`config.mk`:
```
export PLATFORM = sky130hd
export DESIGN_NAME = frame_sequencer
export DESIGN_NICKNAME = d
export VERILOG_FILES = /design/src/rtl/apu_pkg.sv /design/src/rtl/frame_write_delay.sv /design/src/rtl/frame_sequencer.sv
export SDC_FILE = /design/constraint.sdc
export NUM_CORES = 1
export LEC_CHECK = 0
export ABC_CLOCK_PERIOD_IN_PS = 3340
export CAP_MARGIN = 30
export CORE_UTILIZATION = 59
export CTS_CLUSTER_SIZE = 30
export DETAILED_ROUTE_END_ITERATION = 8
export MAX_ROUTING_LAYER = met4
export PLACE_DENSITY = 0.8
export SLEW_MARGIN = 20
export SYNTH_ARGS = -nofsm -noshare
export SYNTH_HDL_FRONTEND = slang
export SYNTH_SLANG_ARGS = --single-unit
```
`constraint.sdc`:
```
create_clock -name clk -period 3.34 [get_ports clk]
set_input_delay 1.002 -clock clk [delete_from_list [all_inputs] [get_ports clk]]
set_output_delay 1.002 -clock clk [all_outputs]
set_load 0.01 [all_outputs]
```
`src/rtl/apu_pkg.sv`:
```
// apu_pkg: shared types and default step/delay constants for the APU frame sequencer.
package apu_pkg;
    typedef enum logic {MODE_4STEP, MODE_5STEP} frame_mode_t;
    typedef enum logic {RUN, PEND} fseq_state_t;
    localparam int STEP1_DEF    = 7457;
    localparam int STEP2_DEF    = 14913;
    localparam int STEP3_DEF    = 22371;
    localparam int STEP4_DEF    = 29829;
    localparam int STEP5_DEF    = 37281;
    localparam int DLY_EVEN_DEF = 3;
    localparam int DLY_ODD_DEF  = 4;
endpackage

```
`src/rtl/frame_write_delay.sv`:
```
// frame_write_delay: after a frame register write, counts CPU ticks and flags the tick that resets the sequence.
module frame_write_delay import apu_pkg::*; #(
    parameter int DLY_EVEN = DLY_EVEN_DEF,
    parameter int DLY_ODD  = DLY_ODD_DEF
) (
    input  logic clk,
    input  logic rst,
    input  logic tick,
    input  logic write,
    input  logic phase,
    output logic reset_now
);
    localparam int DW = $clog2((DLY_EVEN > DLY_ODD ? DLY_EVEN : DLY_ODD) + 1);
    fseq_state_t state, state_nxt;
    logic [DW-1:0] dly, dly_nxt;
    always_ff @(posedge clk or posedge rst) begin
        if (rst) begin
            state <= RUN;
            dly   <= '0;
        end else begin
            state <= state_nxt;
            dly   <= dly_nxt;
        end
    end
    // A write always (re)starts the delay, even on the tick that would have expired it
    always_comb begin
        state_nxt = state;
        dly_nxt   = dly;
        reset_now = 1'b0;
        if (write) begin
            state_nxt = PEND;
            dly_nxt   = phase ? DW'(DLY_ODD) : DW'(DLY_EVEN);
        end else if (state == PEND && tick) begin
            dly_nxt = dly - DW'(1);
            if (dly == DW'(1)) begin
                reset_now = 1'b1;
                state_nxt = RUN;
            end
        end
    end
endmodule

```
`src/rtl/frame_sequencer.sv`:
```
// frame_sequencer: APU frame counter producing quarter/half-frame pulses and the frame IRQ.
// Define FRAME_SEQ_IRQ_EN to build the frame IRQ flag; otherwise irq is tied low.
module frame_sequencer import apu_pkg::*; #(
    parameter int CNT_W    = 16,
    parameter int STEP1    = STEP1_DEF,
    parameter int STEP2    = STEP2_DEF,
    parameter int STEP3    = STEP3_DEF,
    parameter int STEP4    = STEP4_DEF,
    parameter int STEP5    = STEP5_DEF,
    parameter int DLY_EVEN = DLY_EVEN_DEF,
    parameter int DLY_ODD  = DLY_ODD_DEF
) (
    input  logic       clk,
    input  logic       rst,
    input  logic       cpu_clk_en,
    input  logic       wr_en,
    input  logic       wr_mode,
    input  logic       wr_irq_inhibit,
    input  logic       status_rd,
    output logic       quarter_clk_en,
    output logic       half_clk_en,
    output logic       irq,
    output logic [2:0] step,
    output logic       mode_q
);
    logic [CNT_W-1:0] cnt, nxt;
    logic [2:0] hit_idx;
    logic phase, inhibit, reset_now, wrap, q_hit, h_hit, fire4;
    frame_mode_t mode;
    frame_write_delay #(.DLY_EVEN(DLY_EVEN), .DLY_ODD(DLY_ODD)) u_delay (
        .clk(clk), .rst(rst), .tick(cpu_clk_en), .write(wr_en), .phase(phase), .reset_now(reset_now)
    );
    assign nxt    = cnt + CNT_W'(1);
    assign mode_q = mode;
    // Thresholds are matched against the post-increment count, so step N fires on tick N
    always_comb begin
        hit_idx = nxt == CNT_W'(STEP1) ? 3'd1 :
                  nxt == CNT_W'(STEP2) ? 3'd2 :
                  nxt == CNT_W'(STEP3) ? 3'd3 :
                  nxt == CNT_W'(STEP4) ? 3'd4 :
                  nxt == CNT_W'(STEP5) ? 3'd5 : 3'd0;
        fire4 = mode == MODE_4STEP && hit_idx == 3'd4;
        wrap  = fire4 || (mode == MODE_5STEP && hit_idx == 3'd5);
        q_hit = (hit_idx != 3'd0 && hit_idx <= 3'd3) || wrap;
        h_hit = hit_idx == 3'd2 || wrap;
    end
    always_ff @(posedge clk or posedge rst) begin
        if (rst) begin
            cnt            <= '0;
            phase          <= 1'b0;
            mode           <= MODE_4STEP;
            inhibit        <= 1'b0;
            step           <= 3'd0;
            quarter_clk_en <= 1'b0;
            half_clk_en    <= 1'b0;
        end else begin
            quarter_clk_en <= 1'b0;
            half_clk_en    <= 1'b0;
            if (wr_en) begin
                mode    <= frame_mode_t'(wr_mode);
                inhibit <= wr_irq_inhibit;
            end
            if (cpu_clk_en) begin
                phase <= ~phase;
                if (reset_now) begin
                    cnt            <= '0;
                    step           <= 3'd0;
                    quarter_clk_en <= mode == MODE_5STEP;
                    half_clk_en    <= mode == MODE_5STEP;
                end else begin
                    cnt            <= wrap ? '0 : nxt;
                    quarter_clk_en <= q_hit;
                    half_clk_en    <= h_hit;
                    step           <= wrap ? 3'd0 : q_hit ? hit_idx : step;
                end
            end
        end
    end
`ifdef FRAME_SEQ_IRQ_EN
    logic irq_q, irq_set;
    assign irq_set = cpu_clk_en && !reset_now && fire4 && !inhibit;
    assign irq     = irq_q;
    always_ff @(posedge clk or posedge rst) begin
        if (rst)
            irq_q <= 1'b0;
        else if (irq_set)
            irq_q <= 1'b1;
        else if (status_rd || (wr_en && wr_irq_inhibit))
            irq_q <= 1'b0;
    end
`else
    logic unused_status_rd;
    assign unused_status_rd = status_rd;
    assign irq = 1'b0;
`endif
endmodule
```
==> impl_metrics.py <==
metrics = {
    "critical_path": {
        "start_kind": "flip-flop",
        "cp_max_fo": 11,
        "criticalPathCategory": "flip-flop to flip-flop",
        "cpPeakStageDelay_ns": 0.49,
        "slowest_stage": "dfrtp_1",
        "endpoint_kind": "flip-flop",
        "cp.required_ns": 3.57,
        "critPathArrivalTime_ns": 3.40,
        "crit_path_cell_trace": "ha_2 -> nand4_2 -> nor3_1 -> o22ai_1 -> nor4b_4 -> nand3_1 -> a31o_1 -> and2_1 -> a22o_1",
    },
    "power_and_ir_drop": {
        "p_leak_nw": 0.798,
        "powerDensity_nw_per_um2": 583,
        "ir_drop_mv": 0.324,
    },
    "sta": {
        "setup_tns_ns": 0,
        "fmax_mhz": 316,
        "worst_slew_pin_slew_ns": 0.672,
        "fin_skew_ns": 0.00426,
        "maxSlewHeadroom": 0.551,
        "drv_slew": 0,
        "setup_slack_ns": 0.177,
        "setup_viol": 0,
        "min_period_ns": 3.16,
        "hold_viol": 0,
        "fin_crit_sh": 0.947,
        "rsz0062_at_grt": "false",
    },
    "final_layout": {
        "n_fill_cell": 274,
        "diodes": 0,
        "area_growth_pct": 6.35,
        "regArea_um2": 676,
        "nets": 241,
        "multi_input_area_um2": 1180,
        "drive_gt1_frac": 0.118,
    },
    "synthesis": {
        "synthFlopType": "dfrtp_1",
        "syn_avg_cell_area_um2": 8.93,
        "synth_top_area_share": 0.336,
        "synth_most_common_cell": "dfrtp_1",
        "netlist_area_um2": 2010,
        "yosysSeqAreaShare": 0.336,
        "async_flop_share": 1.00,
        "synthCells": 225,
        "synth.area.top_cells": "dfrtp_1 (34%), nand4_1 (4.0%), ha_1 (3.1%)",
        "synth-warning-count": 0,
        "synth.distinct_cells": 57,
        "synthTopCellsByCount": "dfrtp_1 (27), inv_1 (15), nor2_1 (15), nand2_1 (14), nand4_1 (13)",
        "synth_edf_count": 0,
        "synth_top_area_cell": "dfrtp_1",
        "synth_nets": 237,
        "synth-seq-cells": 27,
    },
    "routing": {
        "dr_wl_met3_um": 354,
        "wl_um": 4900,
        "antenna_left": 0,
        "via_per_inst": 6.57,
        "routed-wl-met2_um": 2280,
        "remaining_drc_errors": 0,
        "vias": 1787,
        "wl_met1_um": 2240,
        "drtPass1Iterations": 5,
        "dr.first_iter.drc_count": 135,
        "top_layer": "met4",
        "drt-wirelength-per-cell_um": 18.0,
    },
    "run_status": {
        "outcome": "finished, final reports clean",
    },
    "clock_tree": {
        "postCtsHoldBufs": 0,
        "cts.clk_slew.worst_paths_ns": 0.15,
        "clk_latency_ns": 0.33,
        "cts_buffers": 3,
        "cts-htree-levels": 1,
        "cts_max_path_buffers": 2,
        "cts_tree": "done",
        "clock-sinks": 27,
        "root_buffer": "clkbuf_4",
    },
    "floorplan": {
        "core_area_um2": 3150,
        "die_area_um2": 3640,
        "ios": 14,
        "start_util": 0.637,
        "fp-row-count": 20,
        "die_w_um": 60.4,
        "die_h_um": 60.4,
    },
    "run": {
        "drv_cap": 0,
    },
    "grt": {
        "grt_pass1_vias": 1738,
        "grt_overflow": 0,
        "grt_pass1_wl_um": 8310,
        "grt_max_degree": 28,
        "track_usage": 0.312,
        "antenna_found_initial": 0,
    },
    "placed_design": {
        "place.port_buffers": 10,
        "dp_hpwl_um": 3520,
        "pre_cts_slack_ns": 0.179,
        "finalWeightedCongestion": 0.938,
    },
    "min_path": {
        "hold_class": "flip-flop to flip-flop",
    },
}
## cell usage in the layout, fill, tap and decap left out, types with 3 or more instances in the layout
cell type	netlist	final
a22o_1	4	4
ha_1	5	4
nand2_1	14	14
inv_1	15	15
xnor2_1	7	7
xor2_1	4	4
nand3_1	11	11
buf_4	7	5
o2bb2ai_1	3	3
nor3_1	9	9
o21ai_0	8	8
and4_1	4	4
dfrtp_1	27	27
o22ai_1	6	6
clkbuf_4	0	3
nor2_1	15	15
nand4_1	13	13
a21oi_1	6	6
nor4_1	5	5
o21a_1	3	3
a31oi_1	6	6
clkdlybuf4s50_1	0	10
## final timing paths
path,from,endpoint,slack (ns),cells after the start
setup / recovery,cnt[0],cnt[3],0.18,9
hold / removal,phase,phase,0.48,1
setup reg to reg,cnt[0],cnt[3],0.18,9
hold reg to reg,phase,phase,0.48,1
max in group asynchronous,rst,cnt[14],2.06,3
min in group asynchronous,rst,cnt[10],1.03,3
## critical path, delay by kind of cell (launching register included)
kind,cells,cell delay [ns]
and+or+nand+nor,5,1.36
AOI/OAI and AO/OA,3,0.87
DFF,1,0.49
adders and majority gates,1,0.35
## layer usage
metal	GRT usage	vias up
met3	0.0384	4
met5	-	-
met2	0.476	77
met1	0.438	868
li1	-	838
met4	0.0831	0
## timing repair
| item | CTS | global route |
|---|---|---|
| setup buffers | 0 | 0 |
| setup endpoints to repair | 0 | 5 |
| hold endpoints to repair | 0 | 0 |
| resized for setup | 0 | 1 |
## power by group
part           internal, mW  switching [mW]
logic                 0.222           0.327
clock network        0.0458           0.101
registers             0.407           0.142
total                 0.675           0.570
## per-stage QoR
stage	std cells	total power, mW	util	instance area (um2)	hold WS [ns]
after global placement	268	1.05	0.667	2100	0.443
after detailed placement	268	1.09	0.667	2100	0.464
after CTS	272	1.24	0.677	2130	0.486
after floorplan	225	0.959	-	2010	0.430
final	272	1.24	0.678	2140	0.485
after global routing	272	1.33	0.678	2140	0.495
## registers in the layout (all words and copies together) (netlist names)
signal and count:
u_delay.state 1, quarter_clk_en 1, half_clk_en 1, mode_q 1, cnt 16, phase 1, step 3, u_delay.dly 3
## layout make-up
cell class	instances	share of cell area
Multi-Input combinational cell	167	0.553
Tap cell	44	0.0258
Clock buffer	3	0.0105
Clock inverter	1	0.00351
Inverter	15	0.0263
Timing Repair Buffer	15	0.0644
Sequential cell	27	0.316
## logic make-up after synthesis
kind of cell	after synthesis	share of synthesized area
compound gates	55	0.195
xor+xnor	12	0.0560
fa+ha+maj	5	0.0311
buf+inv	31	0.0766
flops	27	0.336
mux	2	0.0106
other cells	1	0.00187
simple gates	92	0.293
Power figures use the tool's default switching activity.
